$ cat config.mk
export PLATFORM = sky130hd
export DESIGN_NAME = node_injector_flat
export DESIGN_NICKNAME = d
export VERILOG_FILES = /design/src/rtl/node_injector_if.sv /design/src/rtl/node_injector.sv /design/src/flat_wrapper.sv
export SDC_FILE = /design/constraint.sdc
export NUM_CORES = 1
export LEC_CHECK = 0
export ABC_CLOCK_PERIOD_IN_PS = 3100
export CAP_MARGIN = 15
export CORE_ASPECT_RATIO = 1.75
export CORE_MARGIN = 5
export CORE_UTILIZATION = 56
export CTS_CLUSTER_SIZE = 8
export DETAILED_ROUTE_END_ITERATION = 10
export PLACE_DENSITY = 0.8
export REMOVE_ABC_BUFFERS = 1
export SYNTH_ARGS = -nofsm -noshare
export SYNTH_HDL_FRONTEND = slang
export SYNTH_SLANG_ARGS = --single-unit
$ cat constraint.sdc
create_clock -name clk -period 3.1 [get_ports clk]
set_input_delay 0.62 -clock clk [delete_from_list [all_inputs] [get_ports clk]]
set_output_delay 0.62 -clock clk [all_outputs]
set_load 0.01 [all_outputs]
$ cat src/rtl/node_injector_if.sv
// Local request handshake, pass-through busy flags and injection output bus of the ring node.
interface node_injector_if #(
    parameter int unsigned ADDR_W     = 3,
    parameter int unsigned FIFO_DEPTH = 4
);
    localparam int unsigned PAYLOAD_W = 32 - 2 * ADDR_W;
    localparam int unsigned CNT_W     = $clog2(FIFO_DEPTH) + 1;

    logic                 req_valid;
    logic                 req_ready;
    logic [ADDR_W-1:0]    req_dest;
    logic [PAYLOAD_W-1:0] req_payload;
    logic                 busy_cw;
    logic                 busy_ccw;
    logic [31:0]          instruction_out;
    logic                 controller_enable_out;
    logic [1:0]           enable;
    logic                 starve;
    logic [CNT_W-1:0]     fifo_count;
    logic [15:0]          sent_count;

    // Request source and controller side
    modport master (
        output req_valid, req_dest, req_payload, busy_cw, busy_ccw,
        input  req_ready, instruction_out, controller_enable_out, enable,
               starve, fifo_count, sent_count
    );

    // Injector side
    modport slave (
        input  req_valid, req_dest, req_payload, busy_cw, busy_ccw,
        output req_ready, instruction_out, controller_enable_out, enable,
               starve, fifo_count, sent_count
    );
endinterface

$ cat src/rtl/node_injector.sv
// Ring node transmit side: buffers local requests in order and injects each one
// on its shortest-direction ring port when pass-through traffic leaves it free.
module node_injector #(
    parameter int unsigned                NODE_IP_BITWIDTH = 3,
    parameter logic [NODE_IP_BITWIDTH-1:0] NODE_IP          = '0,
    parameter logic [NODE_IP_BITWIDTH-1:0] MIDPOINT_NODE    = NODE_IP_BITWIDTH'(3),
    parameter int unsigned                FIFO_DEPTH       = 4,
    parameter int unsigned                STARVE_LIMIT     = 8
) (
    input  logic          clk,
    input  logic          rst_n,
    node_injector_if.slave bus
);
    localparam int unsigned ADDR_W    = NODE_IP_BITWIDTH;
    localparam int unsigned PAYLOAD_W = 32 - 2 * ADDR_W;
    localparam int unsigned PTR_W     = $clog2(FIFO_DEPTH);
    localparam int unsigned CNT_W     = PTR_W + 1;
    localparam int unsigned STARVE_W  = $clog2(STARVE_LIMIT + 1);

    localparam logic [1:0] DIR_CCW   = 2'b00;
    localparam logic [1:0] DIR_LOCAL = 2'b01;
    localparam logic [1:0] DIR_CW    = 2'b10;

    logic [ADDR_W-1:0]    r_mem_dest    [FIFO_DEPTH];
    logic [PAYLOAD_W-1:0] r_mem_payload [FIFO_DEPTH];
    logic [PTR_W-1:0]     r_wr_ptr;
    logic [PTR_W-1:0]     r_rd_ptr;
    logic [CNT_W-1:0]     r_count;
    logic [31:0]          r_instr;
    logic [1:0]           r_enable;
    logic                 r_ctrl_en;
    logic [15:0]          r_sent;
    logic [STARVE_W-1:0]  r_starve_cnt;
    logic                 r_starve;

    logic                 w_full;
    logic                 w_empty;
    logic                 w_push;
    logic                 w_issue;
    logic [ADDR_W-1:0]    w_head_dest;
    logic [PAYLOAD_W-1:0] w_head_payload;
    logic [ADDR_W-1:0]    w_dist;
    logic [1:0]           w_dir;
    logic                 w_port_free;

    assign w_full         = (r_count == CNT_W'(FIFO_DEPTH));
    assign w_empty        = (r_count == '0);
    assign w_push         = bus.req_valid & ~w_full;
    assign w_head_dest    = r_mem_dest[r_rd_ptr];
    assign w_head_payload = r_mem_payload[r_rd_ptr];
    assign w_dist         = w_head_dest - NODE_IP;

    // Shortest ring direction for the head; the half-ring tie goes counter-clockwise
    always_comb begin
        w_dir       = DIR_CCW;
        w_port_free = ~bus.busy_ccw;
        if (w_dist == '0) begin
            w_dir       = DIR_LOCAL;
            w_port_free = 1'b1;
        end else if (w_dist <= MIDPOINT_NODE) begin
            w_dir       = DIR_CW;
            w_port_free = ~bus.busy_cw;
        end
    end

    assign w_issue = ~w_empty & w_port_free;

    // Request storage and write pointer
    always_ff @(posedge clk or negedge rst_n) begin
        if (!rst_n) begin
            for (int i = 0; i < int'(FIFO_DEPTH); i++) begin
                r_mem_dest[i]    <= '0;
                r_mem_payload[i] <= '0;
            end
            r_wr_ptr <= '0;
        end else if (w_push) begin
            r_mem_dest[r_wr_ptr]    <= bus.req_dest;
            r_mem_payload[r_wr_ptr] <= bus.req_payload;
            r_wr_ptr                <= r_wr_ptr + PTR_W'(1);
        end
    end

    // Read pointer and occupancy
    always_ff @(posedge clk or negedge rst_n) begin
        if (!rst_n) begin
            r_rd_ptr <= '0;
            r_count  <= '0;
        end else begin
            if (w_issue) begin
                r_rd_ptr <= r_rd_ptr + PTR_W'(1);
            end
            case ({w_push, w_issue})
                2'b10:   r_count <= r_count + CNT_W'(1);
                2'b01:   r_count <= r_count - CNT_W'(1);
                default: r_count <= r_count;
            endcase
        end
    end

    // Injection output: instruction and port hold between issues, strobe is one cycle
    always_ff @(posedge clk or negedge rst_n) begin
        if (!rst_n) begin
            r_instr   <= '0;
            r_enable  <= DIR_CCW;
            r_ctrl_en <= 1'b0;
            r_sent    <= '0;
        end else if (w_issue) begin
            r_instr   <= {w_head_dest, NODE_IP, w_head_payload};
            r_enable  <= w_dir;
            r_ctrl_en <= 1'b1;
            r_sent    <= r_sent + 16'(1);
        end else begin
            r_ctrl_en <= 1'b0;
        end
    end

    // Starvation tracking; the flag follows the counter one edge later
    always_ff @(posedge clk or negedge rst_n) begin
        if (!rst_n) begin
            r_starve_cnt <= '0;
            r_starve     <= 1'b0;
        end else begin
            if (w_empty || w_issue) begin
                r_starve_cnt <= '0;
            end else if (r_starve_cnt != STARVE_W'(STARVE_LIMIT)) begin
                r_starve_cnt <= r_starve_cnt + STARVE_W'(1);
            end
            r_starve <= (r_starve_cnt == STARVE_W'(STARVE_LIMIT));
        end
    end

    assign bus.req_ready             = ~w_full;
    assign bus.instruction_out       = r_instr;
    assign bus.enable                = r_enable;
    assign bus.controller_enable_out = r_ctrl_en;
    assign bus.sent_count            = r_sent;
    assign bus.fifo_count            = r_count;
    assign bus.starve                = r_starve;
endmodule

$ cat src/flat_wrapper.sv
// flat-port wrapper written by rule: the top's interface ports become plain ports
module node_injector_flat 
#(
    parameter int unsigned                NODE_IP_BITWIDTH = 3,
    parameter logic [NODE_IP_BITWIDTH-1:0] NODE_IP          = '0,
    parameter logic [NODE_IP_BITWIDTH-1:0] MIDPOINT_NODE    = NODE_IP_BITWIDTH'(3),
    parameter int unsigned                FIFO_DEPTH       = 4,
    parameter int unsigned                STARVE_LIMIT     = 8
)
  (clk, rst_n, bus_req_valid, bus_req_dest, bus_req_payload, bus_busy_cw, bus_busy_ccw, bus_req_ready, bus_instruction_out, bus_controller_enable_out, bus_enable, bus_starve, bus_fifo_count, bus_sent_count);
  node_injector_if #(.ADDR_W(3), .FIFO_DEPTH(FIFO_DEPTH)) bus_i ();
  input  logic clk;
  input  logic rst_n;
  input wire logic [$bits(bus_i.req_valid)-1:0] bus_req_valid;
  input wire logic [$bits(bus_i.req_dest)-1:0] bus_req_dest;
  input wire logic [$bits(bus_i.req_payload)-1:0] bus_req_payload;
  input wire logic [$bits(bus_i.busy_cw)-1:0] bus_busy_cw;
  input wire logic [$bits(bus_i.busy_ccw)-1:0] bus_busy_ccw;
  output wire logic [$bits(bus_i.req_ready)-1:0] bus_req_ready;
  output wire logic [$bits(bus_i.instruction_out)-1:0] bus_instruction_out;
  output wire logic [$bits(bus_i.controller_enable_out)-1:0] bus_controller_enable_out;
  output wire logic [$bits(bus_i.enable)-1:0] bus_enable;
  output wire logic [$bits(bus_i.starve)-1:0] bus_starve;
  output wire logic [$bits(bus_i.fifo_count)-1:0] bus_fifo_count;
  output wire logic [$bits(bus_i.sent_count)-1:0] bus_sent_count;
  assign bus_i.req_valid = bus_req_valid;
  assign bus_i.req_dest = bus_req_dest;
  assign bus_i.req_payload = bus_req_payload;
  assign bus_i.busy_cw = bus_busy_cw;
  assign bus_i.busy_ccw = bus_busy_ccw;
  assign bus_req_ready = bus_i.req_ready;
  assign bus_instruction_out = bus_i.instruction_out;
  assign bus_controller_enable_out = bus_i.controller_enable_out;
  assign bus_enable = bus_i.enable;
  assign bus_starve = bus_i.starve;
  assign bus_fifo_count = bus_i.fifo_count;
  assign bus_sent_count = bus_i.sent_count;
  node_injector #(.NODE_IP_BITWIDTH(NODE_IP_BITWIDTH), .NODE_IP(NODE_IP), .MIDPOINT_NODE(MIDPOINT_NODE), .FIFO_DEPTH(FIFO_DEPTH), .STARVE_LIMIT(STARVE_LIMIT)) u_core (.clk(clk), .rst_n(rst_n), .bus(bus_i));
endmodule
======== Yosys cells after proc, flatten, opt, wreduce, memory -nomap -nowiden ========
Index checks and enable logic that the tools add are counted.
storage, ports and cells
  input bits .............................. 34
  output and inout bits ................... 56
  logic and storage cells ................. 66
  register bits after elaboration ......... 176
cells by class
  reduce and logical (&&, ||, !) cells .... 6
  multiplexer cells ....................... 20
  add/sub/neg operators ................... 6
  eq/ne operators ......................... 5
  order comparisons ....................... 4
  bitwise gates (word level) .............. 8
operators with widths
  cell                     number
  $bwmux W104              1
  $mux W26                 3
  $bmux W26 S2             1
  $demux W26 S2            1
  $add A16 B1 Y16 const B  1
  $bwmux W12               1
  $mux W3                  3
  $mux W4                  2
  $bmux W3 S2              1
  $demux W3 S2             1
  $ge A3 B3 Y1 const B     2
  $logic_not A3 Y1         2
  $not A2 Y3               2
  $pmux W3 S2              1
  $add A2 B1 Y2 const B    2
  $add A4 B1 Y4 const B    1
  $eq A4 B4 Y1 const B     1
  $mux W2                  2
  $ne A4 B4 Y1 const B     1
  $not A1 Y1               4
  $reduce_bool A2 Y1       2
  $add A3 B1 Y3 const B    1
  $eq A3 B3 Y1 const B     1
  $le A3 B2 Y1 const B     1
  8 further kinds          11

======== Depth between registers and ports, before layout ========
  depth in word-level cells ............... 10
  gate-level depth with buffers ........... 13
  gate-level depth less buffers ........... 10

======== Least setup slack after synthesis ========
Ideal clock, no wire load.
  path kind ............................... register to register
  start ................................... reg u_core.r_rd_ptr[1]
  end ..................................... reg u_core.r_count[2] (netlist: u_core.bus.fifo_count[2])
  library setup time ...................... 0.079 ns
  path buffers ............................ 3
  data required time ...................... 3.021 ns
  setup slack ............................. 0.381 ns
  cell stages (with the launch flop) ...... 14
  period minus slack after synthesis ...... 2.719 ns
  data arrival time ....................... 2.640 ns
  cell sequence ........................... dfrtp_1 -> buf_1 -> mux4_2 -> o21bai_4 -> o21ai_4 -> inv_2 -> buf_6 -> buf_6 -> ha_1 -> inv_1 -> fa_1 -> xor2_1 -> nor2_1 -> xor2_1
on the way
  longest elaborated chain between the ends .. 10
  elaborated cells between the ends (all ways) .. 13
  classes of those cells .................. 1 x order compare; 2 x eq/ne; 6 x mux; 2 x bitwise; 2 x reduce/logical
ends and longest elaborated chain
  what                                               line                 RTL
  start, declared                                    node_injector.sv:27  logic [PTR_W-1:0] r_rd_ptr;
  start signal, assigned                             node_injector.sv:90  r_rd_ptr <= r_rd_ptr + PTR_W'(1);
  $not A2 Y3 (not written as such) *                 node_injector.sv:49  assign w_head_dest = r_mem_dest[r_rd_ptr];
  $bmux W3 S2 *                                      node_injector.sv:49
  $mux W3 (not written as such) * (2 in series)      node_injector.sv:49
  $le A3 B2 Y1                                       node_injector.sv:60  end else if (w_dist <= MIDPOINT_NODE) begin
  $mux W1                                            node_injector.sv:60
  $mux W1 *                                          node_injector.sv:57  if (w_dist == '0) begin
  $and A1 B1 Y1 *                                    node_injector.sv:66  assign w_issue = ~w_empty & w_port_free;
  via u_core.w_issue                                 node_injector.sv:39  logic w_issue;
  $eq A2 B1 Y1 or $eq A2 B2 Y1 (tied branches)       node_injector.sv:92  case ({w_push, w_issue})
  $pmux W3 S2 or $reduce_bool A2 Y1 (tied branches)  --
  end signal, assigned                               node_injector.sv:93  2'b10: r_count <= r_count + CNT_W'(1);
  end signal, assigned                               node_injector.sv:94  2'b01: r_count <= r_count - CNT_W'(1);
  end signal, assigned                               node_injector.sv:95  default: r_count <= r_count;
  end, declared                                      node_injector.sv:28  logic [CNT_W-1:0] r_count;
The timed path passes the listed nets; every way through them passes the cells marked *. The select of a mux whose other input is x is not followed.
A chain may end at the register's enable or synchronous reset.

======== Worst setup path in the final report ========
  start ................................... reg u_core.r_rd_ptr[0]
  end ..................................... reg u_core.r_count[2] (netlist: u_core.bus.fifo_count[2])
on the way
  longest elaborated chain between the ends .. 10
  elaborated cells between the ends (all ways) .. 13
  classes of those cells .................. 1 x order compare; 2 x eq/ne; 6 x mux; 2 x bitwise; 2 x reduce/logical
ends and longest elaborated chain
  what                                               line
  $not A2 Y3 (not written as such) *                 node_injector.sv:49
  $bmux W3 S2 *                                      node_injector.sv:49
  $mux W3 (not written as such) * (2 in series)      node_injector.sv:49
  $le A3 B2 Y1                                       node_injector.sv:60
  $mux W1                                            node_injector.sv:60
  $mux W1 *                                          node_injector.sv:57
  $and A1 B1 Y1 *                                    node_injector.sv:66
  $eq A2 B1 Y1 or $eq A2 B2 Y1 (tied branches)       node_injector.sv:92
  $pmux W3 S2 or $reduce_bool A2 Y1 (tied branches)  --
Every way passes the cells marked *; elsewhere a longest branch is shown, timed or not. The select of a mux whose other input is x is not followed.

==> results.md <==
| Parameter | Value |
|:---|:---|
| Initial standard-cell utilization of the core | 56.8% |
| Peak supply drop | 0.000632 V |
| Hold Buf Count CTS | 0 |
| Global router's overall resource usage | 20.2% |
| Residual antenna-violating net count after detailed routing | 0 |
| Portion of synthesized cell area occupied by the leading cell type | 58.2% |
| Post-synthesis sequential area ratio | 58.2% |
| Leakage dissipation | 3.93 nW |
| Via count of the first global-routing pass | 4989 |
| Fraction of final layout cells sized beyond drive strength 1 | 38.8% |
| H-tree depth | 4 |
| Port bufs | 86 |
| Cell count after placement | 733 |
| Count of placed standard cells in the final layout, fillers left out | 764 |
| Worst setup skew after layout | 5.84 ps |
| Clock root buffer | sky130_fd_sc_hd__clkbuf_16 |
| Peak Freq | 0.385 GHz |
| Final critical path time including I/O delays and setup | 2600 ps |
| Summed instance area of the synthesized netlist | 7570 sq um |
| Initial antenna violation count | 0 |
| Number of gates given a new drive strength after cts | 0 |
| Diodes inserted | 0 |
| DRC errors left | 0 |
| Sink count of the clock tree | 176 |
| Total half-perimeter wirelength after legalization and detailed placement | 10300 um |
| I/O pin count | 90 |
| Most numerous cell on the critical path | sky130_fd_sc_hd__xor2_1 |
| P&R area growth vs syn | 21.8% |
| Wire length of the first global-routing pass | 25300 um |
| Floorplan die area | 16000 sq um |
| Type of element capturing the critical path | flip-flop |
| Vias | 4296 |
| Crit path cell chain | mux4_2 -> a21oi_4 -> o21ai_4 -> inv_2 -> ha_1 -> inv_1 -> fa_1 -> xor2_1 -> nor2_1 -> xor2_1 |
| Setup bufs post-CTS | 0 |
| Post-detailed-route via-to-cell ratio | 5.62 |
| Total wirelength of the detailed-routed design | 15200 um |
| Share of the clock period used by the worst path after layout | 83.9% |
| Largest cells by area after synthesis | sky130_fd_sc_hd__dfrtp_1 58%, sky130_fd_sc_hd__mux2_2 22%, sky130_fd_sc_hd__mux4_2 8.6% |
| Largest net degree at the start of global routing | 82 |
| Final TNS setup | 0 ps |
| Deepest clock path buffer count | 2 |
| Post-synthesis register bit count | 176 |
| Class of the tightest hold or removal check | in -> async |
| Distinct cell type count after synthesis | 35 |
| Synthesis warning total | 0 |
| Post-synthesis area per instance | 15.7 sq um |
| Clock slew at the register clock pins of the worst setup and hold paths | 70 ps |
| Critical path type | reg -> reg |
| Clock tree from TritonCTS | done |
| Slowest cell on crit path | sky130_fd_sc_hd__mux4_2 |
| Required time worst endpoint | 3450 ps |
| Post-synthesis cell count | 482 |
| Floorplan die height | 164 um |
| Total global routing overflow | 0 |
| Endpoints failing hold | 0 |
| Total power density per cell area | 1160 nW/um^2 |
| Max FO, Critical Path | 7 |
| Most area-hungry cell type in the Yosys netlist | sky130_fd_sc_hd__dfrtp_1 |
| X dimension of the die | 97.9 um |
| Number of pins exceeding their max-slew limit in the final report | 0 |
| Transition time at the pin with the least slew margin | 786 ps |
| Max-slew headroom at the worst pin | 47.5% |
| Outcome | complete, no violations |
| Max stage delay on crit path | 610 ps |
| Number of cell rows | 56 |
| Arrival @ worst endpoint | 2950 ps |
| Clock network latency to the later pin of the worst-skew pair | 420 ps |
| Total number of nets in the final design | 621 |
| Iter 0 DRT Violations | 142 |
| Core region area | 13300 sq um |
| Drt first pass iters | 4 |
| Routability congestion estimate | 0.747 |
| Max-cap violation count | 0 |
| Unrepaired setup endpoints after global routing | no |
| Average wire per cell in the routed design | 19.9 um |
| Setup violations, final | 0 |
| Kind of start point of the critical path | flip-flop |
| Number of buffers inserted during clock tree synthesis | 17 |
[Yosys cell counts (all sizes together)]
| library cell | instances |
|---|---|
| a22o | 1 |
| clkbuf | 12 |
| ha | 8 |
| o41ai | 1 |
| inv | 11 |
| mux2i | 2 |
| o21ai | 2 |
| fa | 1 |
| buf | 15 |
| nor3 | 6 |
| o21ba | 1 |
| or4b | 1 |
| o21bai | 2 |
| and4 | 1 |
| nand4 | 3 |
| nor2 | 10 |
| xor2 | 8 |
| and2 | 2 |
| xnor2 | 16 |
| dfrtp | 176 |
| a21oi | 3 |
| nand3 | 9 |
| and3 | 2 |
| conb | 1 |
| mux2 | 145 |
| nand2 | 14 |
| mux4 | 29 |
[stage by stage]
stage	power [mW]	area (sq um)	worst slack, ps	util [%]	hold WS, ps
floorplan	7.11	7430	-845	-	324
global placement	8.52	8650	374	65.0	462
detailed placement	8.78	8650	351	65.0	473
CTS	10.8	9210	491	69.2	253
global route	11.3	9210	282	69.2	307
finish	10.7	9210	500	69.2	242
[cells in the final DEF (no fill, tap or decap), types with 2 or more instances in the layout]
cell	netlist	layout
sky130_fd_sc_hd__clkinv_2	0	2
sky130_fd_sc_hd__ha_1	8	8
sky130_fd_sc_hd__buf_12	0	2
sky130_fd_sc_hd__nor3_1	6	6
sky130_fd_sc_hd__clkinv_4	0	4
sky130_fd_sc_hd__xor2_1	8	8
sky130_fd_sc_hd__conb_1	1	3
sky130_fd_sc_hd__and3_1	2	2
sky130_fd_sc_hd__dfrtp_1	176	175
sky130_fd_sc_hd__nand3_1	8	8
sky130_fd_sc_hd__mux4_2	29	29
sky130_fd_sc_hd__buf_4	4	14
sky130_fd_sc_hd__nand2_1	14	14
sky130_fd_sc_hd__xnor2_1	16	16
sky130_fd_sc_hd__nor2_1	10	10
sky130_fd_sc_hd__a21oi_1	2	2
sky130_fd_sc_hd__clkdlybuf4s50_1	0	85
sky130_fd_sc_hd__inv_1	10	10
sky130_fd_sc_hd__mux2i_1	2	2
sky130_fd_sc_hd__inv_6	0	3
sky130_fd_sc_hd__nand4_1	3	3
sky130_fd_sc_hd__clkbuf_16	0	17
sky130_fd_sc_hd__clkinvlp_4	0	3
sky130_fd_sc_hd__mux2_2	145	145
sky130_fd_sc_hd__and2_1	2	2
[worst max-delay path: cells and delay by family (launching register included)]
family	cells	cell delay [ps]
compound gates	2	370
buf+inv	2	150
flops	1	440
mux	1	610
xor+xnor	2	300
simple gates	1	110
fa+ha+maj	2	560
[sequential cells by signal (all words and copies together) (netlist names), 2 cells and up]
name / cells
u_core.r_mem_dest: 12
u_core.bus.instruction_out: 29
u_core.bus.sent_count: 16
u_core.r_rd_ptr: 2
u_core.r_starve_cnt: 4
u_core.bus.enable: 2
u_core.r_mem_payload: 104
u_core.r_wr_ptr: 2
u_core.bus.fifo_count: 3
[path summary, 6_finish.rpt]
check / startpoint / endpoint / slack (ps) / depth (start not counted)
setup reg to reg: u_core.r_rd_ptr[0] / u_core.bus.fifo_count[2] / 500 / 10
min in group clk: u_core.bus.sent_count[15] / u_core.bus.sent_count[15] / 480 / 1
max in group asynchronous: rst_n / u_core.r_mem_payload[68] / 2060 / 2
hold / removal: rst_n / u_core.bus.controller_enable_out / 240 / 1
hold reg to reg: u_core.bus.sent_count[15] / u_core.bus.sent_count[15] / 480 / 1
setup / recovery: u_core.r_rd_ptr[0] / u_core.bus.fifo_count[2] / 500 / 10
[final cells by class]
type	instances	area (sq um)
Clock buffer	17	425
Clock inverter	14	135
Fill cell	920	4100
Inverter	11	41.3
Multi-Input combinational cell	270	2980
Sequential cell	176	4410
Tap cell	174	218
Timing Repair Buffer	102	1010
[logic make-up after synthesis]
logic type	count (synthesis)	synth area share (%)
other	1	0.0496
AOI/OAI and AO/OA	10	1.34
xor gates and xnor gates	24	2.78
muxes	176	30.5
and+or+nand+nor	48	3.08
adders and majority gates	9	1.59
buffers and inverters	38	2.48
DFF	176	58.2
[per-layer routing]
metal / vias up / global-route usage (%) / wire length (um)
met2: 92 / 37.9 / 8720
li1: 1908 / - / -
met4: 0 / 6.43 / 233
met1: 2281 / 22.7 / 5760
met3: 15 / 4.29 / 510
met5: - / 0 / 0
[report_power, final]
group          leakage (nW)  total (mW)  internal [mW]  switching, mW
Combinational          1.55        4.62           2.75           1.87
Sequential             2.12        4.07           3.44          0.629
Clock                 0.268        2.01           1.11          0.899
Total                  3.93        10.7           7.31           3.39
Power figures use the tool's default switching activity.
